`src/rtl/boot_pkg.sv`:
```
// Shared types and widths for the boot copy controller.
package boot_pkg;
  localparam int BOOT_ROM_AW = 4;
  localparam int BOOT_DW     = 16;

  typedef enum logic [2:0] {IDLE, RD, CAP, WR, DONE, ERR} boot_state_t;
endpackage

```
`src/rtl/boot_copy_ctrl.sv`:
```
// Boot sequencer: copies the boot ROM into RAM with a running checksum,
// then releases the CPU and hands it the RAM bus.
module boot_copy_ctrl
  import boot_pkg::*;
#(
  parameter int ROM_WORDS = 16,
  parameter int RAM_AW    = 12,
  parameter int DEST_BASE = 0,
  parameter int TMO_CYC   = 255
) (
  input  logic                   i_clk,
  input  logic                   i_rst_n,
  input  logic                   i_reboot,
  output logic                   o_rom_cs,
  output logic                   o_rom_we,
  output logic [BOOT_ROM_AW-1:0] o_rom_addr,
  input  logic [BOOT_DW-1:0]     i_rom_dout,
  output logic                   o_ram_cs,
  output logic                   o_ram_we,
  output logic [RAM_AW-1:0]      o_ram_addr,
  output logic [BOOT_DW-1:0]     o_ram_din,
  input  logic                   i_ram_rdy,
  input  logic                   i_cpu_cs,
  input  logic                   i_cpu_we,
  input  logic [RAM_AW-1:0]      i_cpu_addr,
  input  logic [BOOT_DW-1:0]     i_cpu_din,
  output logic                   o_cpu_halt,
  output logic                   o_boot_busy,
  output logic                   o_boot_done,
  output logic                   o_boot_err,
  output logic [BOOT_DW-1:0]     o_boot_sum
);

  localparam int TMO_W = $clog2(TMO_CYC + 1);
  localparam logic [BOOT_ROM_AW-1:0] LAST_IDX = BOOT_ROM_AW'(ROM_WORDS - 1);
  localparam logic [TMO_W-1:0]       TMO_LAST = TMO_W'(TMO_CYC - 1);

  boot_state_t            r_state, w_next;
  logic [BOOT_ROM_AW-1:0] r_idx;
  logic [BOOT_DW-1:0]     r_sum, r_data;
  logic [TMO_W-1:0]       r_tmo;
  logic                   w_cap, w_adv, w_tmo_inc, w_tmo_clr, w_restart;
  logic [RAM_AW-1:0]      w_dest;

  always_ff @(posedge i_clk or negedge i_rst_n) begin
    if (!i_rst_n) r_state <= IDLE;
    else          r_state <= w_next;
  end

  always_comb begin
    w_next    = r_state;
    w_cap     = 1'b0;
    w_adv     = 1'b0;
    w_tmo_inc = 1'b0;
    w_tmo_clr = 1'b0;
    w_restart = 1'b0;
    case (r_state)
      IDLE: w_next = RD;
      RD:   w_next = CAP;
      CAP: begin
        w_cap  = 1'b1;
        w_next = WR;
      end
      WR: begin
        if (i_ram_rdy) begin
          w_tmo_clr = 1'b1;
          if (r_idx == LAST_IDX) begin
            w_next = DONE;
          end else begin
            w_adv  = 1'b1;
            w_next = RD;
          end
        end else begin
          // The cycle that brings the count to TMO_CYC is the last WR cycle.
          w_tmo_inc = 1'b1;
          if (r_tmo == TMO_LAST) w_next = ERR;
        end
      end
      DONE, ERR: begin
        if (i_reboot) begin
          w_restart = 1'b1;
          w_next    = RD;
        end
      end
      default: w_next = IDLE;
    endcase
  end

  always_ff @(posedge i_clk or negedge i_rst_n) begin
    if (!i_rst_n) begin
      r_idx  <= '0;
      r_sum  <= '0;
      r_data <= '0;
      r_tmo  <= '0;
    end else if (w_restart) begin
      r_idx <= '0;
      r_sum <= '0;
      r_tmo <= '0;
    end else begin
      if (w_cap) begin
        r_data <= i_rom_dout;
        r_sum  <= r_sum + i_rom_dout;
      end
      if (w_adv) r_idx <= r_idx + 1'b1;
      if (w_tmo_clr)      r_tmo <= '0;
      else if (w_tmo_inc) r_tmo <= r_tmo + 1'b1;
    end
  end

  assign w_dest = RAM_AW'(DEST_BASE) + RAM_AW'(r_idx);

  // Bus mux: loader owns ROM/RAM while copying, CPU owns RAM only in DONE.
  always_comb begin
    o_rom_cs   = 1'b0;
    o_rom_addr = '0;
    o_ram_cs   = 1'b0;
    o_ram_we   = 1'b0;
    o_ram_addr = '0;
    o_ram_din  = '0;
    case (r_state)
      RD, CAP: begin
        o_rom_cs   = 1'b1;
        o_rom_addr = r_idx;
      end
      WR: begin
        o_ram_cs   = 1'b1;
        o_ram_we   = 1'b1;
        o_ram_addr = w_dest;
        o_ram_din  = r_data;
      end
      DONE: begin
        o_ram_cs   = i_cpu_cs;
        o_ram_we   = i_cpu_we;
        o_ram_addr = i_cpu_addr;
        o_ram_din  = i_cpu_din;
      end
      default: ;
    endcase
  end

  assign o_rom_we    = 1'b0;
  assign o_cpu_halt  = (r_state != DONE);
  assign o_boot_busy = (r_state == RD) || (r_state == CAP) || (r_state == WR);
  assign o_boot_done = (r_state == DONE);
  assign o_boot_err  = (r_state == ERR);
  assign o_boot_sum  = r_sum;

endmodule

```
`config.mk`:
```
export PLATFORM = sky130hd
export DESIGN_NAME = boot_copy_ctrl
export DESIGN_NICKNAME = d
export VERILOG_FILES = /design/src/rtl/boot_pkg.sv /design/src/rtl/boot_copy_ctrl.sv
export SDC_FILE = /design/constraint.sdc
export NUM_CORES = 1
export LEC_CHECK = 0
export BUFFER_PORTS_ARGS = -buffer_cell sky130_fd_sc_hd__buf_2
export CAP_MARGIN = 30
export CORE_MARGIN = 2
export CORE_UTILIZATION = 45
export CTS_CLUSTER_SIZE = 28
export DETAILED_ROUTE_END_ITERATION = 16
export PLACE_DENSITY = 0.81
export SLEW_MARGIN = 5
export SYNTH_ARGS = -nofsm -noshare
export SYNTH_HDL_FRONTEND = slang
export SYNTH_SLANG_ARGS = --single-unit
```
`constraint.sdc`:
```
create_clock -name i_clk -period 3 [get_ports i_clk]
set_clock_uncertainty 0.15 [all_clocks]
set_input_delay 0.3 -clock i_clk [delete_from_list [all_inputs] [get_ports i_clk]]
set_output_delay 0.3 -clock i_clk [all_outputs]
set_load 0.02 [all_outputs]
```
==> Yosys cells after proc, flatten, opt, wreduce, memory -nomap -nowiden <==
Index checks and enable logic that the tools add are counted.
{ "totals": {"ff_bits": 47, "latchBits": 0, "ramBits": 0, "romBits": 0, "inputBits": 50, "word_cells": 57, "memories": 0} }
{ "op_classes": {"n_addsub": 3, "multipliers": 0, "n_div": 0, "n_lt_le_gt_ge": 0, "n_eq_ne": 10, "shift": 0, "muxes": 28, "n_bitwise": 1, "reduce_logical": 10} }
{ "ops": {"columns": ["operator", "n"], "rows": [
  ["$mux W16", 2],
  ["$pmux W16 S2", 1],
  ["$mux W8", 3],
  ["$pmux W12 S2", 1],
  ["$add A16 B16 Y16", 1],
  ["$pmux W3 S5", 1],
  ["$mux W3", 4],
  ["$mux W4", 3],
  ["$mux W1", 11],
  ["$add A8 B1 Y8 const B", 1],
  ["$eq A8 B8 Y1 const B", 1],
  ["$eq A3 B2 Y1 const B", 2],
  ["$eq A3 B3 Y1 const B", 2],
  ["$ne A3 B3 Y1 const B", 2],
  ["$add A4 B1 Y4 const B", 1],
  ["$eq A4 B4 Y1 const B", 1],
  ["$pmux W1 S2", 2],
  ["$reduce_and A2 Y1", 2],
  ["$reduce_bool A2 Y1", 2],
  ["$reduce_or A2 Y1", 2],
  ["$eq A3 B1 Y1 const B", 1],
  ["$logic_not A3 Y1", 1],
  ["$reduce_bool A3 Y1", 1],
  ["$logic_or A1 B1 Y1", 2],
  ["other kinds (2)", 2]
]} }

==> Longest topological paths before layout <==
Gate-level depths: netlist of the first run.
{ "logic_depth": {"word_depth": 6, "ltp_mapped": 9, "depth_no_buf": 9} }

==> Worst setup path after synthesis of the first run <==
OpenSTA, ideal clock, no wires.
{ "synth_path": {"path_type": "register to register", "from": "register r_sum[4] (netlist: o_boot_sum[4])", "to": "register r_sum[11] (netlist: o_boot_sum[11])", "arrival_ps": 2054, "required_time_ps": 2728, "setup_slack_ps": 674, "path_stages_with_launch": 8, "path_buffers": 0, "cell_sequence": "dfrtp_1 > ha_1 > a21o_1 > a31o_1 > o2111ai_2 > a21boi_1 > or3_1 > a32o_1"} }
{ "synth_between": {"elab_chain_cells": 3} }
{ "synth_lines": {"columns": ["item", "line_no", "source"], "rows": [
  ["start: declaration", "boot_copy_ctrl.sv:40", "logic [BOOT_DW-1:0] r_sum, r_data;"],
  ["start signal: assignment", "boot_copy_ctrl.sv:102", "r_sum <= r_sum + i_rom_dout;"],
  ["$add A16 B16 Y16", "boot_copy_ctrl.sv:102", null],
  ["$mux W16", "boot_copy_ctrl.sv:100", "if (w_cap) begin"],
  ["$mux W16", "boot_copy_ctrl.sv:95", "end else if (w_restart) begin"]
]} }
Every way passes these cells. The select of a mux whose other input is x is not followed.
A chain may end at the register's enable or synchronous reset.

==> Worst setup path in the final report of the first run <==
Ends and elaborated chain as after synthesis.

==> results.toml, run 1 <==
[outcome]
status = "finished clean"

[detailed_routing]
highest_layer = "met4"
drt-initial-drc-count = 138
wl_per_cell_um = 14.6
m1WireLength_um = 3590
route.met3.wl_um = 499
dr.pass1.iters = 4
drc = 0
via_per_inst = 5.55
totalWireLength_um = 7890
drt.antenna.violating_nets = 0
met2_wirelength_um = 3760
num_vias = 3009

[clock_network]
cts.reportedPaths.clkPinSlew_ps = 100
clock_latency_ps = 300
post_cts_buffers = 0
cts_made_buffers = 5
cts_tree = "done"
cts_root_buf = "clkbuf_8"
htree_levels = 2
clock_sinks = 47
clockBufferDepth = 2
cts-resized-gates = 0

[grt]
grt-ovfl-total = 0
grt_usage_pct = 21.0
grt_pass1_vias = 2654
antenna_found_initial = 0
grt_pass1_wl_um = 12500
grt_max_degree = 38

[cells_and_area]
nets = 530
diodes = 0
drive_above_1_share_pct = 26.6
syn_to_final_growth_pct = 22.8
final_cell_area_mm2 = 0.00379

[timing]
drv_slew = 0
fmax_mhz = 423
worstMarginPinSlew_ps = 800
rsz0062_at_grt = "no"
period_share_pct = 78.7
slew_headroom_pct = 46.4
min_period_ps = 2360
finalHoldViolations = 0
hold-worst-slack_ps = 54.5
setup_tns_ps = 0
setup_violations = 0

[setup_path]
arrival_ps = 2400
cp_top_family = "compound AO/OA/AOI/OAI gates"
slowest_stage = "dfrtp_1"
start_kind = "flip-flop"
cp_max_fo = 5
cpPeakStageDelay_ps = 410
path_cells = "ha_1 > a21o_1 > a31o_1 > o2111ai_2 > a21boi_1 > or3_1 > a32o_1"
worstSetupPathType = "reg -> reg"
cp_data_required_time_ps = 3040
endpoint_kind = "flip-flop"
critical_path.n_buffers_inverters = 0

[placed_design]
gp_congestion = 0.902
dp_hpwl_um = 6070
placedInstanceArea_mm2 = 0.00368
io_buffers = 104

[floorplan]
die_h_um = 86.8
io_pins = 106
die_w_um = 86.8
coreArea_mm2 = 0.00672
die_area_mm2 = 0.00753
row_count = 30
start_util_pct = 45.9

[worst_hold_path]
min_path_type = "in -> reg"

[logic_synthesis]
syn_avg_cell_area_um2 = 8.47
synth_ff_type = "dfrtp_1"
ys_seq_area_share_pct = 38.1
netlist_area_mm2 = 0.00308
synthTopCellsByArea = "dfrtp_1 38%, nand2_1 9.6%, ha_1 7.3%"
synth_nets = 433
ys_seq_elements = 47
synth_edf_count = 0
syn_inst = 364
yosysTopAreaCellShare_pct = 38.1
yosysMostFrequentCell = "nand2_1"
yosys_warnings = 0
synthArstFlopShare_pct = 100
ys_types = 48
ys_top_cells_by_count = "79 x nand2_1, 47 x dfrtp_1, 24 x nor2_1"
yosysTopAreaCell = "dfrtp_1"

[pwr]
peakVddDrop_mv = 0.527
power_density_mw_per_mm2 = 1070
p_leak_nw = 2.02

[flow_run]
max_cap_viol_count = 0
## sequential cells by signal, indices dropped and copies added, names as in the netlist
| register | count |
|---|---|
| o_boot_sum | 16 |
| r_data | 16 |
| r_idx | 4 |
| r_state | 3 |
| r_tmo | 8 |
## per-layer routing
layer	global-route usage [%]	up-vias
met5	0	-
met4	5.26	0
met3	2.10	2
met2	34.9	126
met1	29.3	1408
li1	-	1473
## final cells by class
class | count | area [µm²]
clock inverter | 2 | 16.3
clock buffer | 6 | 82.6
timing repair buffer | 111 | 588
tap | 80 | 100
multi-input combinational | 289 | 1800
fill | 603 | 2930
sequential | 47 | 1180
inverter | 7 | 26.3
## timing repair
action / CTS / global route
hold buffers: 1 / 0
setup endpoints to repair: 0 / 0
hold endpoints to repair: 10 / 0
## path summary, 6_finish.rpt
kind / depth (start not counted) / to / slack (ps) / from
max in group asynchronous: 3 / r_tmo[6] / 1970 / i_rst_n
min reg2reg: 2 / r_data[9] / 340 / r_data[9]
min: 2 / r_state[2] / 50 / i_reboot
max reg2reg: 7 / o_boot_sum[11] / 640 / o_boot_sum[4]
min in group asynchronous: 2 / o_boot_sum[5] / 260 / i_rst_n
max: 7 / o_boot_sum[11] / 640 / o_boot_sum[4]
## layout by cell type, fill, tap and decap left out, drive strengths merged, types with 2 or more instances in the layout
master   count
inv          7
nand3       13
o2111ai      2
nor3         5
nand2       79
nor2b        2
a22o        22
buf        110
nor2        24
or2          2
clkbuf       6
a21o         8
nand4        3
a21oi       16
xnor2        7
nand2b       2
nand3b       2
o21ai       18
ha          18
a211oi       4
nor3b        3
dfrtp       47
o21a         5
o31ai        2
and2        15
and3         3
xor2         6
mux2i        5
a31oi        6
or3          2
a21boi       2
## stage by stage
step	utilization, %	power, mW	worst slack (ps)	cells
floorplan	-	2.96	674	364
CTS	56.4	4.09	650	542
detailed placement	54.7	3.66	624	533
global placement	54.4	3.58	661	532
finish	56.4	4.07	638	542
global route	56.4	4.43	472	542
## worst reg2reg max path: stages, from the launching register on
cell and delay (ps):
dfrtp_1 410, ha_1 360, a21o_1 210, a31o_1 270, o2111ai_2 210, a21boi_1 100
or3_1 310, a32o_1 250
## power by group
group | leakage [nW] | internal, mW | total [mW] | switching [mW]
registers | 0.584 | 0.932 | 1.22 | 0.292
logic | 1.39 | 0.946 | 2.43 | 1.48
clock network | 0.0474 | 0.189 | 0.413 | 0.225
## logic make-up (layout without fill, tap and decap cells)
group	count (synthesis)	after routing	synth area share, %
xor gates and xnor gates	13	13	3.69
other	1	1	0.122
DFF	47	47	38.1
muxes	5	5	1.62
adders and majority gates	19	19	7.95
and+or+nand+nor	159	159	23.9
AOI/OAI and AO/OA	92	92	20.9
buffers and inverters	28	126	3.69
No activity file was read; power rests on OpenSTA's default activity.
==> run 2: changes to the inputs <==
PLACE_DENSITY = 0.84   (was 0.81)
clock period = 1.95 ns   (was 3 ns; I/O delays follow)
==> run 2 against run 1 <==
The run now ends with setup timing left. Clock power rose by 57%. Utilization rose by 14 points. Critical path depth up 2. Highest routed layer unchanged.
==> results.toml, run 2 (synthesis gave the netlist of run 1 again) <==
[timing]
fmax_mhz = 438
setup_ws_ps = -333
slew_headroom_pct = 66.4
finalHoldViolations = 0
rsz0062_at_grt = "yes"
hold-worst-slack_ps = 19.5
drv_slew = 0
worstMarginPinSlew_ps = 503
min_period_ps = 2280
setup_tns_ps = -2390
period_share_pct = 117
setup_violations = 35

[setup_path]
critPathLaunch = "o_boot_sum[6]"
cp_top_family = "flip-flops"
slowest_stage = "dfrtp_2"
cp_data_required_time_ps = 2020
start_kind = "flip-flop"
r2r_end = "o_boot_sum[15]"
cp_max_fo = 4
worstSetupPathType = "reg -> reg"
r2r_cells = 9
reg2reg_slack_ps = -330
endpoint_kind = "flip-flop"
path_cells = "ha_4 > buf_4 > nand4_1 > a21oi_2 > buf_4 > o211a_4 > nor3_2 > nand4b_1 > mux2i_1"
crit_path_frequent_cell = "buf_4"
critical_path.n_buffers_inverters = 2
r2r_start = "o_boot_sum[6]"
arrival_ps = 2350
cpPeakStageDelay_ps = 440

[flow_run]
max_cap_viol_count = 0

[pwr]
power_density_mw_per_mm2 = 1700
finalPower_mw = 8.11
peakVddDrop_mv = 0.702
p_leak_nw = 2.38

[clock_network]
clock_latency_ps = 300
clock_sinks = 47
htree_levels = 2
clockBufferDepth = 2
cts_root_buf = "clkbuf_8"
cts_tree = "done"
cts_made_buffers = 5
cts.reportedPaths.clkPinSlew_ps = 100

[worst_hold_path]
worst_hold_path.num_cells = 3
worstHoldStart = "i_rom_dout[4]"
min_path_type = "in -> reg"
min_to = "r_data[4]"

[placed_design]
dpl.cell_count = 571
pre_cts_ws_ps = -248
io_buffers = 104
dp_hpwl_um = 7050
gp_congestion = 0.907
placedInstanceArea_mm2 = 0.00410

[grt]
grt-ovfl-total = 0
grt_pass1_wl_um = 15600
antenna_found_initial = 0
grt_pass1_vias = 3372
grt_usage_pct = 26.0
grt_max_degree = 29

[detailed_routing]
via_per_inst = 5.83
drt.antenna.violating_nets = 0
drc = 0
drt-initial-drc-count = 260
dr.pass1.iters = 6
wl_per_cell_um = 18.8
num_vias = 3517
totalWireLength_um = 11400

[cells_and_area]
drive_above_1_share_pct = 41.3
syn_to_final_growth_pct = 54.2
layout_commonest_cell = "nand2_1"
final_util_pct = 70.8
multiInputGateArea_mm2 = 0.00207
nets = 591
mostFrequentLayoutCells = "79 x nand2_1, 74 x buf_2, 51 x buf_4"
final.fill_count = 452
layout.area.seq_mm2 = 0.00118
diodes = 0
final_cell_area_mm2 = 0.00476
stdcell_count = 603

[floorplan]
row_count = 30
die_area_mm2 = 0.00753
coreArea_mm2 = 0.00672
io_pins = 106
die_h_um = 86.8
die_w_um = 86.8
start_util_pct = 45.9

[outcome]
violations = "setup timing"
status = "complete, but fails checks"
## run 2: worst max path at each step
stage | to | slack (ps) | cells after the start
2_1_floorplan | o_boot_sum[11] | -210 | 7
3_3_place_gp | o_boot_sum[11] | -150 | 7
3_5_place_dp | o_boot_sum[11] | -250 | 7
4_1_cts | o_boot_sum[11] | -220 | 7
5_1_grt | o_boot_sum[15] | -360 | 9
6_report | o_boot_sum[15] | -330 | 9
## run 2: worst reg2reg max path, cell delays in order (launching register included)
cell	delay (ps)
dfrtp_2	440
ha_4	300
buf_4	130
nand4_1	120
a21oi_2	210
buf_4	170
o211a_4	190
nor3_2	40
nand4b_1	220
mux2i_1	230
## run 2: layout make-up
class                   instances  area share, %
multi-input cells             289           43.5
flip-flops and latches         47           24.9
clock inverters                 2          0.342
repair buffers                172           26.9
well taps                      80           2.10
clock buffers                   6           1.74
inverters                       7          0.552
## run 2: what timing repair did
action | in CTS | in global routing
hold endpoints to repair | 36 | 0
pin swaps | 6 | 8
hold buffers | 10 | 0
gates cloned | 2 | 0
setup buffers | 9 | 3
resized for setup | 27 | 76
setup endpoints to repair | 39 | 36
## run 2: where the power goes
| part | internal (mW) | switching (mW) |
|---|---|---|
| sequential | 1.45 | 0.468 |
| clock | 0.290 | 0.357 |
| combinational | 2.53 | 3.01 |
| total | 4.27 | 3.84 |
## run 2: metal layers
layer	wire (µm)	GRT usage (%)	up-vias
li1	-	-	1596
met4	371	11.1	0
met1	4330	30.8	1682
met5	0	0	-
met2	5890	47.1	202
met3	758	2.86	37
==> run 3: changes to the inputs <==
PLACE_DENSITY = 0.77   (was 0.84)
==> run 3 against run 2 <==
The flow still finishes with violations (setup timing). Die area unchanged. Sequential cell count did not move. Combinational power is 2% higher. Sequential share of layout area is 0.67 points lower. Design area grew 2.9%. Critical path depth decreased by 2. First-iteration DRC count shrank 39%. Power grew 3.4%. Highest routed layer unchanged.
==> results.toml, run 3 (synthesis gave the netlist of run 1 again) <==
[pwr]
peakVddDrop_mv = 0.901
finalPower_mw = 8.38
power_density_mw_per_mm2 = 1710
p_leak_nw = 2.46

[clock_network]
cts_made_buffers = 5
cts_root_buf = "clkbuf_8"
clock_sinks = 47
clock_latency_ps = 300
cts.reportedPaths.clkPinSlew_ps = 90
htree_levels = 2
clockBufferDepth = 2
cts_tree = "done"

[cells_and_area]
layout_commonest_cell = "nand2_1"
nets = 600
mostFrequentLayoutCells = "79 x nand2_1, 78 x buf_2, 56 x buf_4"
layout.area.seq_mm2 = 0.00119
drive_above_1_share_pct = 41.9
final_util_pct = 72.8
multiInputGateArea_mm2 = 0.00203
final.fill_count = 485
stdcell_count = 612
syn_to_final_growth_pct = 58.6
diodes = 0

[detailed_routing]
via_per_inst = 5.47
num_vias = 3346
totalWireLength_um = 10100
dr.pass1.iters = 4
drt.antenna.violating_nets = 0
drt-initial-drc-count = 158
drc = 0
wl_per_cell_um = 16.6

[floorplan]
die_w_um = 86.8
die_h_um = 86.8
start_util_pct = 45.9
io_pins = 106
row_count = 30
coreArea_mm2 = 0.00672
die_area_mm2 = 0.00753

[grt]
grt_usage_pct = 24.6
antenna_found_initial = 0
grt-ovfl-total = 0
grt_pass1_vias = 3094
grt_pass1_wl_um = 14600
grt_max_degree = 30

[setup_path]
cp_data_required_time_ps = 1990
critPathLaunch = "o_boot_sum[4]"
r2r_end = "o_boot_sum[11]"
slowest_stage = "dfrtp_2"
worstSetupPathType = "reg -> reg"
cpPeakStageDelay_ps = 430
reg2reg_slack_ps = -270
start_kind = "flip-flop"
crit_end = "o_boot_sum[11]"
r2r_cells = 7
endpoint_kind = "flip-flop"
r2r_start = "o_boot_sum[4]"
cp_max_fo = 2
path_cells = "ha_4 > a21o_1 > a31o_1 > o2111ai_2 > a21boi_1 > or3_1 > a32o_1"
arrival_ps = 2270

[outcome]
violations = "setup timing"
status = "complete, but fails checks"

[timing]
hold-worst-slack_ps = 10.2
setup_tns_ps = -2700
finalHoldViolations = 0
slew_headroom_pct = 55.1
fmax_mhz = 450
rsz0062_at_grt = "yes"
min_period_ps = 2220
drv_slew = 0
period_share_pct = 114
setup_violations = 36
worstMarginPinSlew_ps = 674
setup_ws_ps = -274

[placed_design]
dp_hpwl_um = 6670
io_buffers = 104
dpl.cell_count = 575
gp_congestion = 0.897

[worst_hold_path]
min_path_type = "in -> reg"

[flow_run]
max_cap_viol_count = 0
## run 3: changes by cell type in the layout (fill, tap and decap cells not counted), sizes merged
cell,delta
clkinv,-1
clkinvlp,-1
clkbuf,+3
dlygate4sd3,-2
buf,+8
bufinv,+2
## run 3: what timing repair did
action / CTS / global route
pin swaps: 7 / 14
hold buffers: 8 / 0
gates cloned: 1 / 4
resized for setup: 21 / 69
setup buffers: 4 / 12
hold endpoints to repair: 34 / 0
endpoints found under the setup margin: 38 / 38
## run 3: layout make-up
class / count / area share [%]
clock buffer: 6 / 1.48
clock inverter: 2 / 1.23
inverter: 7 / 0.537
multi-input combinational: 289 / 41.6
sequential: 47 / 24.2
tap: 80 / 2.05
timing repair buffer: 181 / 28.9
## run 3: worst min path at each step
| stage | startpoint | to | slack, ps | cells after the start |
|---|---|---|---|---|
| 3_5_place_dp | i_rst_n | o_boot_sum[0] | 120 | 1 |
| 4_1_cts | i_rom_dout[8] | r_data[8] | 6 | 3 |
| 6_report | i_rom_dout[8] | r_data[8] | 10 | 3 |
| 3_3_place_gp | i_rst_n | o_boot_sum[0] | 110 | 1 |
| 5_1_grt | i_rom_dout[0] | r_data[0] | 2 | 3 |
| 2_1_floorplan | i_rst_n | o_boot_sum[0] | -250 | 0 |
## run 3: routing by layer
metal  vias to the layer above  share of wire [%]  track usage [%]
li1                       1615                  -                -
met1                      1579                 40             31.4
met2                       140                 53             43.4
met3                        12                5.7             3.52
met4                         0                1.2             6.53
met5                         -                  0                0
## run 3: where the power goes
| part | leakage, nW | internal [mW] | total [mW] | switching (mW) |
|---|---|---|---|---|
| Clock | 0.0654 | 0.513 | 0.854 | 0.341 |
| Combinational | 1.82 | 2.77 | 5.64 | 2.87 |
| Sequential | 0.574 | 1.45 | 1.89 | 0.441 |
| Total | 2.46 | 4.73 | 8.38 | 3.65 |
## run 3: per-stage QoR
step | area, µm² | setup WS, ps
final | 4890 | -274
after global routing | 4890 | -324
after CTS | 4460 | -257
after detailed placement | 4130 | -177
after global placement | 4130 | -144
after floorplan | 3220 | -210
## run 3: worst max-delay path: cells and delay by family, from the launching register on
family	cells	cell delay [ps]
AND/OR/NAND/NOR	1	340
flip-flops	1	430
AO/OA/AOI/OAI	5	980
adder cells (fa/ha/maj)	1	220
